$ cat config.mk
export PLATFORM = sky130hd
export DESIGN_NAME = multi_hot_encoder_seq
export DESIGN_NICKNAME = d
export VERILOG_FILES = /design/src/rtl/multi_hot_encoder_seq.sv
export SDC_FILE = /design/constraint.sdc
export NUM_CORES = 1
export LEC_CHECK = 0
export ABC_AREA = 1
export BUFFER_PORTS_ARGS = -buffer_cell sky130_fd_sc_hd__buf_2
export CORE_MARGIN = 1.5
export CORE_UTILIZATION = 51
export DETAILED_ROUTE_END_ITERATION = 12
export GPL_ROUTABILITY_DRIVEN = 0
export HOLD_SLACK_MARGIN = 0.02
export PLACE_DENSITY = 0.78
export REMOVE_ABC_BUFFERS = 1
export SLEW_MARGIN = 20
export SYNTH_ARGS = -nofsm -noshare
export SYNTH_HDL_FRONTEND = slang
export SYNTH_SLANG_ARGS = --single-unit
$ cat constraint.sdc
create_clock -name clk -period 4.2 [get_ports clk]
set_input_delay 0.63 -clock clk [delete_from_list [all_inputs] [get_ports clk]]
set_output_delay 0.63 -clock clk [all_outputs]
set_load 0.01 [all_outputs]
$ cat src/rtl/multi_hot_encoder_seq.sv
`default_nettype none
// ============================================================================
//  Module      : multi_hot_encoder_seq
//  Description : Latches an N-bit request vector over a valid/ready handshake
//                and serialises the binary index of every set bit, lowest
//                index first, one index per beat on a second valid/ready
//                handshake. All-zero vectors are dropped and flagged with a
//                one-cycle pulse.
//  Revision    : 1.0 - initial release
// ============================================================================
module multi_hot_encoder_seq #(
    parameter int N = 8,             // request vector width, 2..64
    parameter int W = $clog2(N)      // index width, derived from N
) (
    input  logic           clk,
    input  logic           rst,
    input  logic           en,
    input  logic           in_valid,
    output logic           in_ready,
    input  logic [N-1:0]   in_vec,
    output logic           out_valid,
    input  logic           out_ready,
    output logic [W-1:0]   out_idx,
    output logic           out_last,
    output logic [W:0]     out_cnt,
    output logic           zero_pulse
);

    // ------------------------------------------------------------------------
    // State encoding and constants
    // ------------------------------------------------------------------------
    localparam logic [0:0]   c_IDLE = 1'b0;
    localparam logic [0:0]   c_EMIT = 1'b1;
    localparam logic [N-1:0] c_ONE  = {{(N-1){1'b0}}, 1'b1};

    // ------------------------------------------------------------------------
    // Registers and next-state values
    // ------------------------------------------------------------------------
    logic [0:0]   state_q, state_d;
    logic [N-1:0] pend_q,  pend_d;
    logic [W:0]   cnt_q,   cnt_d;
    logic         zero_q,  zero_d;

    // ------------------------------------------------------------------------
    // Combinational helpers
    // ------------------------------------------------------------------------
    logic         w_accept;     // input handshake this cycle
    logic         w_take;       // output handshake this cycle
    logic         w_vec_zero;   // presented vector has no bits set
    logic [W:0]   w_vec_cnt;    // popcount of the presented vector
    logic [N-1:0] w_pend_rest;  // pending bits with the lowest one cleared
    logic [W-1:0] w_low_idx;    // position of the lowest pending bit
    logic         w_is_last;    // exactly one pending bit remains

    assign w_accept    = in_valid & in_ready;
    assign w_take      = out_valid & out_ready;
    assign w_vec_zero  = (in_vec == '0);
    // x & (x-1) removes the lowest set bit; zero result means x was one-hot
    assign w_pend_rest = pend_q & (pend_q - c_ONE);
    assign w_is_last   = (pend_q != '0) && (w_pend_rest == '0);

    // Population count of the incoming vector, loaded into cnt on accept
    always_comb begin
        w_vec_cnt = '0;
        for (int i = 0; i < N; i++) begin
            w_vec_cnt = w_vec_cnt + (W+1)'(in_vec[i]);
        end
    end

    // Priority encoder: lowest set bit of the latched vector wins
    always_comb begin
        w_low_idx = '0;
        for (int i = N - 1; i >= 0; i--) begin
            if (pend_q[i]) begin
                w_low_idx = W'(i);
            end
        end
    end

    // ------------------------------------------------------------------------
    // FSM: state register
    // ------------------------------------------------------------------------
    // State register with synchronous reset taking priority over everything
    always_ff @(posedge clk) begin
        if (rst) begin
            state_q <= c_IDLE;
        end else begin
            state_q <= state_d;
        end
    end

    // ------------------------------------------------------------------------
    // FSM: next-state logic
    // ------------------------------------------------------------------------
    // Enter EMIT on a non-empty vector, return to IDLE after the last beat
    always_comb begin
        state_d = state_q;
        case (state_q)
            c_IDLE: begin
                if (w_accept && !w_vec_zero) begin
                    state_d = c_EMIT;
                end
            end
            c_EMIT: begin
                if (w_take && w_is_last) begin
                    state_d = c_IDLE;
                end
            end
            default: state_d = c_IDLE;
        endcase
    end

    // ------------------------------------------------------------------------
    // FSM: output logic
    // ------------------------------------------------------------------------
    // Outputs come from registers; en (and rst) only gate the handshakes
    always_comb begin
        in_ready   = en & ~rst & (state_q == c_IDLE);
        out_valid  = en & ~rst & (state_q == c_EMIT);
        out_idx    = w_low_idx;
        out_last   = w_is_last;
        out_cnt    = cnt_q;
        zero_pulse = zero_q;
    end

    // ------------------------------------------------------------------------
    // Datapath
    // ------------------------------------------------------------------------
    // Load pending bits on accept, strip the lowest bit on each taken beat
    always_comb begin
        pend_d = pend_q;
        cnt_d  = cnt_q;
        zero_d = w_accept & w_vec_zero;
        if (w_accept && !w_vec_zero) begin
            pend_d = in_vec;
            cnt_d  = w_vec_cnt;
        end else if (w_take) begin
            pend_d = w_pend_rest;
            if (w_is_last) begin
                cnt_d = '0;
            end
        end
    end

    // Datapath registers; the zero flag lives for exactly one cycle
    always_ff @(posedge clk) begin
        if (rst) begin
            pend_q <= '0;
            cnt_q  <= '0;
            zero_q <= 1'b0;
        end else begin
            pend_q <= pend_d;
            cnt_q  <= cnt_d;
            zero_q <= zero_d;
        end
    end

endmodule
`default_nettype wire

==> results.cfg, run 1 <==
[final_layout]
nets = 179
n_antenna_cell = 0
layout-drive-gt1-share_pct = 25.5
area_growth_syn_to_layout_pct = 17.5
stdcell_area_sq_um = 1130

[synth]
syn-cell-area_sq_um = 958
synth_seq_cells = 14
netlist-cell-type-count = 30
synthCells = 132
yosysSeqAreaShare_pct = 29.2
yosysWarningCount = 0
synth_top_area_share_pct = 29.2
syn_avg_cell_area_sq_um = 7.26
synth_edf_count = 0
synth.most_common_cell = nand2_1
synth_commonest_cells = 23 x nand2_1, 19 x inv_1, 15 x nand3_1
yosysTopAreaCell = dfxtp_1
synthFlopType = dfxtp_1
synth-async-reset-ratio_pct = 0
netlist_top_cells_area = dfxtp_1 29%, nand2_1 9.0%, fa_1 8.4%

[sta]
hold_viol_final = 0
finClkSkew_ns = 0.00134
fmax_mhz = 331
tightest_slew_ns = 0.306
slew_violations = 0
setup_tns_ns = 0
fin_hold_ws_ns = 0.479
post-route-min-period_ns = 3.03
rsz0062_at_grt = false
timing.slew.headroom_pct = 79.6
setup_viol = 0
timing.final.crit_share_pct = 72.0

[die]
core_area_sq_um = 1750
fp.dieH_um = 46.4
start_util_pct = 54.9
fp-row-count = 15
die_area_sq_um = 2150
io_pins = 24
die_w_um = 46.4

[cts]
clk_pin_slew_ns = 0.09
cts_max_level = 1
cts_buffers = 3
root_buffer = clkbuf_4
cts_tree = built
holdBufCountCts = 0
clockBufferDepth = 2
clock_latency_ns = 0.28
ctsResizeCount = 0
cts.sinks = 14
postCtsSetupBuffers = 0

[worst_setup_path]
worstPathRequired_ns = 4.42
critPathArrivalTime_ns = 3.25
startpoint_type = primary input
path_class = primary input to flip-flop
cp-end-kind = flip-flop
critPathMaxFanout = 3

[global_route]
track_usage_pct = 22.0
grt_pass1_wl_um = 3350
grt_max_degree = 16
grt_pass1_vias = 764
antenna_found_initial = 0
grt_overflow_total = 0

[power_and_ir_drop]
p_leak_uw = 0.000561
power_density_nw_per_um2 = 297
vdd_ir_drop_max_uv = 173

[place]
io_buffers = 23
placed_cell_area_sq_um = 1090
hpwl_um = 1660

[outcome]
status = finished, final reports clean

[detailed_routing]
detail_route.vias_per_cell = 5.20
initialDrtViolationCount = 28
antenna_left = 0
route.detailed.drc = 0
vias = 946
first_pass_iters = 4
drt-wirelength-per-cell_um = 11.4
finalWirelength_um = 2080

[hold_path]
holdCritPathClass = flip-flop to flip-flop

[run]
maxCapViolCount = 0
[path summary, 6_finish.rpt]
kind / from / endpoint / slack, ns / cells after the start
worst min register to register: out_cnt[0] / out_cnt[0] / 0.48 / 2
worst min-delay path: out_cnt[0] / out_cnt[0] / 0.48 / 2
worst max register to register: pend_q[0] / out_cnt[1] / 2.74 / 8
worst max-delay path: in_vec[0] / out_cnt[2] / 1.17 / 11
[worst max-delay path, stage by stage]
cell,delay (ns)
buf_2,0.12
fa_1,0.53
inv_1,0.05
fa_1,0.44
fa_1,0.49
inv_1,0.04
ha_1,0.20
fa_1,0.39
xor2_1,0.14
nand2_1,0.07
a21oi_1,0.13
[flip-flops by register name (all words and copies together) (netlist names)]
signal,count
pend_q,8
out_cnt,4
state_q,1
zero_pulse,1
[where the power goes]
part / internal, uW / switching [uW] / leakage [uW]
registers: 138 / 4.72 / 0.000114
clock network: 52.8 / 46.7 / 0.0000210
logic: 38.4 / 53.9 / 0.000426
total: 229 / 105 / 0.000561
[routing by layer]
metal  vias to the layer above  wire, um  GRT usage [%]  part of all wire, %
li1                        484         -              -                    -
met1                       427       913           29.8                   44
met2                        33      1040           34.7                   50
met3                         2       106           5.88                  5.1
met4                         0        14           5.14                 0.67
met5                         -         0              0                    0
[per-stage QoR]
step | utilization, % | total power [uW] | worst slack [ns] | std cells
2_1_floorplan | - | 207 | 1.12 | 130
3_3_place_gp | 62.4 | 233 | 0.944 | 178
3_5_place_dp | 62.4 | 238 | 0.868 | 178
4_1_cts | 64.5 | 338 | 1.17 | 182
5_1_grt | 64.5 | 358 | 1.03 | 182
6_report | 64.5 | 334 | 1.17 | 182
[cell type report]
| cell class | instances | area [sq um] |
|---|---|---|
| Tap cell | 25 | 31.3 |
| Clock buffer | 4 | 36.3 |
| Multi-Input combinational cell | 94 | 576 |
| Sequential cell | 14 | 280 |
| Timing Repair Buffer | 23 | 115 |
| Inverter | 22 | 87.6 |
| Fill cell | 162 | 619 |
[cells by family after synthesis]
kind of cell / count (synthesis) / share of synthesized area (%)
fa+ha+maj: 8 / 13.6
buf+inv: 24 / 10.7
xor+xnor: 1 / 0.914
compound gates: 23 / 14.0
flops: 14 / 29.2
simple gates: 62 / 31.6
[placed cells by master (no fill, tap or decap), types with 3 or more instances in the layout]
cell type  synthesis  final
a21oi_1           10     10
a31oi_1            5      5
buf_2              0     23
clkbuf_4           0      3
dfxtp_1           14     14
fa_1               4      4
ha_1               4      4
inv_1             19     19
nand2_1           23     23
nand3_1           15     15
nor2_1            12     12
Note: power is estimated with default switching activity, not from simulation.
==> run 2: changes to the inputs <==
--- a/config.mk
+++ b/config.mk
@@ -5,14 +5,14 @@
 export SDC_FILE = /design/constraint.sdc
 export NUM_CORES = 1
 export LEC_CHECK = 0
-export ABC_AREA = 1
+export ABC_AREA = 0
 export BUFFER_PORTS_ARGS = -buffer_cell sky130_fd_sc_hd__buf_2
 export CORE_MARGIN = 1.5
-export CORE_UTILIZATION = 51
+export CORE_UTILIZATION = 52
 export DETAILED_ROUTE_END_ITERATION = 12
 export GPL_ROUTABILITY_DRIVEN = 0
 export HOLD_SLACK_MARGIN = 0.02
-export PLACE_DENSITY = 0.78
+export PLACE_DENSITY = 0.79
 export REMOVE_ABC_BUFFERS = 1
 export SLEW_MARGIN = 20
 export SYNTH_ARGS = -nofsm -noshare
==> constraint.sdc (replaced) <==
create_clock -name clk -period 3.15 [get_ports clk]
set_input_delay 0.4725 -clock clk [delete_from_list [all_inputs] [get_ports clk]]
set_output_delay 0.4725 -clock clk [all_outputs]
set_load 0.01 [all_outputs]
==> run 2 against run 1 <==
Against the previous run: die area is 2.6% higher; hold slack worse by 0.016 ns; cell count is 7.1% lower; register-to-register slack worse by 1.6 ns; synthesized cell count is 5.3% lower; critical path type unchanged.
==> results.cfg, run 2 <==
[die]
core_area_sq_um = 1760
fp-row-count = 15
start_util_pct = 57.0
die_area_sq_um = 2200
fp.dieH_um = 47.0
die_w_um = 47.0
io_pins = 24

[synth]
netlist-cell-type-count = 42
synth_top_area_share_pct = 27.9
synth_commonest_cells = 14 x dfxtp_1, 12 x inv_1, 11 x nor2_1
yosysWarningCount = 0
syn_avg_cell_area_sq_um = 8.04
synthCells = 125
synthXorXnorAreaFrac_pct = 1.74
synth_compound_area_share_pct = 18.8
synth_edf_count = 0
synth_top_family_by_area = simple AND/OR/NAND/NOR gates
synthAdderAreaFrac_pct = 13.0
netlist_top_cells_area = dfxtp_1 28%, fa_1 8.0%, ha_1 5.0%
synth.most_common_cell = dfxtp_1
yosysSeqAreaShare_pct = 27.9
yosysTopAreaCell = dfxtp_1
synth-async-reset-ratio_pct = 0
synthFlopType = dfxtp_1
syn-cell-area_sq_um = 1000
synthSimpleGateAreaFrac_pct = 29.5
synth_seq_cells = 14
muxShareOfSynthArea_pct = 0

[worst_setup_path]
r2r_end = out_cnt[2]
r2r_slack_ns = 1.17
ff2ff_path_depth = 5
cpPeakStageDelay_ns = 0.54
path_cells = buf_2, fa_1, inv_1, fa_1, fa_1, inv_1, ha_1, fa_1, xnor2_1, o22ai_1
crit_slowest_cell = fa_1
critPathArrivalTime_ns = 2.98
crit-reg2reg-launch = pend_q[0]
cpMostUsedCell = fa_1
worstPathRequired_ns = 3.31
startpoint_type = primary input
critPathMaxFanout = 3
path_class = primary input to flip-flop
cp-end-kind = flip-flop

[sta]
fmax_mhz = 354
tightest_slew_ns = 0.593
timing.final.crit_share_pct = 89.7
setup_tns_ns = 0
rsz0062_at_grt = false
finClkSkew_ns = 0.00529
slew_violations = 0
post-route-min-period_ns = 2.82
hold_viol_final = 0
timing.slew.headroom_pct = 60.1
setup_viol = 0

[global_route]
antenna_found_initial = 0
grt_pass1_wl_um = 3620
grt_max_degree = 15
grt_overflow_total = 0
track_usage_pct = 23.6
grt_pass1_vias = 872

[cts]
holdBufCountCts = 0
cts_max_level = 1
cts.sinks = 14
clk_pin_slew_ns = 0.09
ctsResizeCount = 0
root_buffer = clkbuf_4
postCtsSetupBuffers = 0
clockBufferDepth = 2
cts_buffers = 3
cts_tree = built
clock_latency_ns = 0.28

[final_layout]
top_register = pend_q
layout_commonest_cell = buf_2
nets = 167
final_cells = 169
largest_register_ffs = 8
layout-drive-gt1-share_pct = 22.2
n_antenna_cell = 0
area_growth_syn_to_layout_pct = 13.0
mostFrequentLayoutCells = 23 x buf_2, 14 x dfxtp_1, 12 x inv_1, 11 x nor2_1, 10 x nand2_1
fillers = 179

[hold_path]
hold_path.startpoint = in_vec[5]
hold_end = pend_q[5]
holdCritPathClass = primary input to flip-flop
worstHoldPathCells = 3

[detailed_routing]
vias = 975
detail_route.vias_per_cell = 5.77
initialDrtViolationCount = 9
finalWirelength_um = 2250
drt-wirelength-per-cell_um = 13.3
first_pass_iters = 4
route.detailed.drc = 0
antenna_left = 0

[place]
hpwl_um = 1790
io_buffers = 23
dp_cells = 166

[power_and_ir_drop]
power_density_nw_per_um2 = 386
p_leak_uw = 0.000499
vdd_ir_drop_max_uv = 270

[outcome]
status = finished, final reports clean

[run]
maxCapViolCount = 0
-- run 2: cell types whose count changed in the layout (fill, tap and decap cells not counted), sizes merged, moves of 3 or more --
| cell | previous run | this run |
|---|---|---|
| nor3 | 3 | 9 |
| nand3 | 16 | 8 |
| nand2 | 26 | 10 |
| nor4 | 0 | 3 |
| o21ai | 4 | 7 |
| a31oi | 5 | 0 |
| nor2 | 15 | 11 |
| inv | 21 | 12 |
-- run 2: layer usage --
layer / part of all wire (%) / GRT usage (%) / up-vias
met5: 0 / 0 / -
met4: 2.3 / 11.1 / 0
met3: 3.6 / 4.23 / 7
met2: 49 / 41.1 / 22
met1: 45 / 27.9 / 459
li1: - / - / 487
-- run 2: power breakdown --
group	total (uW)	switching (uW)	internal, uW
Sequential	198	11.2	187
Clock	103	58.3	44.3
Combinational	138	74.7	63.1
-- run 2: final cells by class --
type	instances	area (sq um)	area share, %
Clock buffer	3	22.5	1.98
Inverter	12	45.0	3.97
Multi-Input combinational cell	91	633	55.8
Sequential cell	14	280	24.7
Tap cell	25	31.3	2.76
Timing Repair Buffer	24	123	10.8
-- run 2: worst max path at each step --
stage	start	endpoint	slack [ns]
final	in_vec[0]	out_cnt[2]	0.33
after global routing	in_vec[0]	out_cnt[2]	0.19
after CTS	in_vec[0]	out_cnt[2]	0.32
after detailed placement	in_vec[0]	out_cnt[2]	0.01
after global placement	in_vec[0]	out_cnt[2]	0.07
after floorplan	in_vec[0]	out_cnt[2]	0.25
-- run 2: cells by family after synthesis --
| group | Yosys count |
|---|---|
| AO/OA/AOI/OAI | 30 |
| XOR/XNOR | 2 |
| adder cells (fa/ha/maj) | 8 |
| buffers and inverters | 20 |
| flip-flops | 14 |
| AND/OR/NAND/NOR | 51 |
-- run 2: worst max-delay path, delay by kind of cell --
kind | cells | cell delay, ns
buffers and inverters | 3 | 0.21
adders and majority gates | 5 | 2.05
xor gates and xnor gates | 1 | 0.14
AOI/OAI and AO/OA | 1 | 0.10
-- run 2: metrics by stage --
| step | hold slack [ns] | util [%] | setup slack, ns | total power [uW] | cell area, sq um |
|---|---|---|---|---|---|
| CTS | 0.456 | 64.3 | 0.316 | 443 | 1130 |
| finish | 0.463 | 64.3 | 0.326 | 438 | 1130 |
| global route | 0.455 | 64.3 | 0.193 | 468 | 1130 |
| detailed placement | 0.460 | 63.0 | 0.0138 | 342 | 1110 |
| global placement | 0.449 | 63.0 | 0.0719 | 336 | 1110 |
| floorplan | 0.484 | - | 0.253 | 293 | 958 |
==> run 3: changes to the inputs <==
--- a/config.mk
+++ b/config.mk
@@ -8,11 +8,11 @@
 export ABC_AREA = 0
 export BUFFER_PORTS_ARGS = -buffer_cell sky130_fd_sc_hd__buf_2
 export CORE_MARGIN = 1.5
-export CORE_UTILIZATION = 52
+export CORE_UTILIZATION = 56
 export DETAILED_ROUTE_END_ITERATION = 12
 export GPL_ROUTABILITY_DRIVEN = 0
 export HOLD_SLACK_MARGIN = 0.02
-export PLACE_DENSITY = 0.79
+export PLACE_DENSITY = 0.84
 export REMOVE_ABC_BUFFERS = 1
 export SLEW_MARGIN = 20
 export SYNTH_ARGS = -nofsm -noshare
==> constraint.sdc (replaced) <==
create_clock -name clk -period 3.55 [get_ports clk]
set_input_delay 0.5325 -clock clk [delete_from_list [all_inputs] [get_ports clk]]
set_output_delay 0.5325 -clock clk [all_outputs]
set_load 0.01 [all_outputs]
==> run 3 against run 2 <==
Against the previous run: flip-flop and latch count did not move; highest routed layer unchanged; largest cell class unchanged; die area fell by 6.7%; count of clock-buffer cells in the layout rose by 1; routed wire length fell by 5.6%; combinational power fell by 11%; setup slack improved by 0.36 ns; first-iteration DRC count rose by 33%.
==> results.cfg, run 3 (same netlist as run 2, synthesis figures left out) <==
[outcome]
status = finished, final reports clean

[worst_setup_path]
critPathMaxFanout = 3
path_class = primary input to flip-flop
worstPathRequired_ns = 3.71
cp-end-kind = flip-flop
startpoint_type = primary input
critPathArrivalTime_ns = 3.03

[cts]
cts.sinks = 14
root_buffer = clkbuf_4
clk_pin_slew_ns = 0.08
cts_buffers = 3
holdBufCountCts = 0
postCtsSetupBuffers = 0
cts_tree = built
cts_max_level = 1
clockBufferDepth = 2
clock_latency_ns = 0.29
ctsResizeCount = 0

[sta]
rsz0062_at_grt = false
post-route-min-period_ns = 2.87
tightest_slew_ns = 0.908
fin_hold_ws_ns = 0.460
hold_viol_final = 0
setup_viol = 0
setup_tns_ns = 0
slew_violations = 0
timing.slew.headroom_pct = 39.5
fmax_mhz = 349
finClkSkew_ns = 0.00185
final.setup.worst_slack_ns = 0.681
timing.final.crit_share_pct = 80.8

[place]
place_ws_ns = 0.367
hpwl_um = 1660
placed_cell_area_sq_um = 1100
io_buffers = 23

[final_layout]
nets = 166
layout-drive-gt1-share_pct = 22.2
stdcell_area_sq_um = 1140
mostFrequentLayoutCells = 23 x buf_2, 14 x dfxtp_1, 12 x inv_1, 11 x nor2_1, 10 x nand2_1
top_register = pend_q
area_growth_syn_to_layout_pct = 13.6
fillers = 147
largest_register_ffs = 8
n_antenna_cell = 0
layout_commonest_cell = buf_2

[detailed_routing]
detail_route.vias_per_cell = 5.67
antenna_left = 0
first_pass_iters = 5
initialDrtViolationCount = 12
finalWirelength_um = 2120
drt-wirelength-per-cell_um = 12.5
vias = 959
route.detailed.drc = 0

[power_and_ir_drop]
vdd_ir_drop_max_uv = 344
seq_power_share_pct = 42.2
switchingPower_uw = 130
power_switching_share_pct = 31.3
power_density_nw_per_um2 = 364
clock_power_share_pct = 28.1
p_leak_uw = 0.000501
internal_power_uw = 285
comb_power_share_pct = 29.7

[global_route]
grt_pass1_wl_um = 3590
grt_overflow_total = 0
track_usage_pct = 24.6
grt_pass1_vias = 853
antenna_found_initial = 0
grt_max_degree = 15

[die]
start_util_pct = 58.8
core_area_sq_um = 1710
die_w_um = 45.4
fp.dieH_um = 45.4
fp-row-count = 15
die_area_sq_um = 2060
io_pins = 24

[hold_path]
holdCritPathClass = flip-flop to flip-flop

[run]
maxCapViolCount = 0
==> run 3: cell types whose count changed in the layout (fill, tap and decap cells not counted), sizes merged <==
cell / delta
clkbuf: +1
buf: -1
==> run 3: layout make-up <==
class                   instances  area [sq um]  share of cell area (%)
multi-input cells              91           633                    55.5
flip-flops and latches         14           280                    24.6
repair buffers                 23           115                    10.1
inverters                      12          45.0                    3.95
clock buffers                   4          36.3                    3.18
well taps                      25          31.3                    2.74
==> run 3: path summary, 6_finish.rpt <==
kind / start / end / slack [ns] / depth (start not counted)
worst max register to register: pend_q[0] / out_cnt[3] / 1.62 / 5
worst min-delay path: out_cnt[0] / out_cnt[0] / 0.46 / 2
worst min register to register: out_cnt[0] / out_cnt[0] / 0.46 / 2
worst max-delay path: in_vec[0] / out_cnt[2] / 0.68 / 10
==> run 3: worst max-delay path: stages <==
cell     delay, ns
buf_2         0.12
fa_1          0.53
inv_1         0.05
fa_1          0.46
fa_1          0.50
inv_1         0.04
ha_1          0.19
fa_1          0.38
xnor2_1       0.14
o22ai_1       0.09
==> run 3: power by group through the flow <==
stage / logic (uW) / clock network [uW] / registers, uW
after floorplan: 80.5 / 0 / 180
after global placement: 119 / 0 / 178
after detailed placement: 124 / 0 / 179
after CTS: 125 / 117 / 175
after global routing: 142 / 125 / 177
final: 123 / 116 / 175
==> run 3: through the flow <==
stage          utilization (%)  std cells  total power [uW]
6_report                  66.8        169               415
5_1_grt                   66.8        169               444
4_1_cts                   66.8        169               418
3_5_place_dp              64.7        165               303
3_3_place_gp              64.7        165               297
2_1_floorplan                -        117               260
==> run 3: routing by layer <==
metal	global-route usage [%]	share of wire, %	vias to the layer above
met3	6.80	4.2	6
met2	38.3	49	27
met4	12.4	2.4	0
met1	31.1	45	442
met5	0	0	-
li1	-	-	484
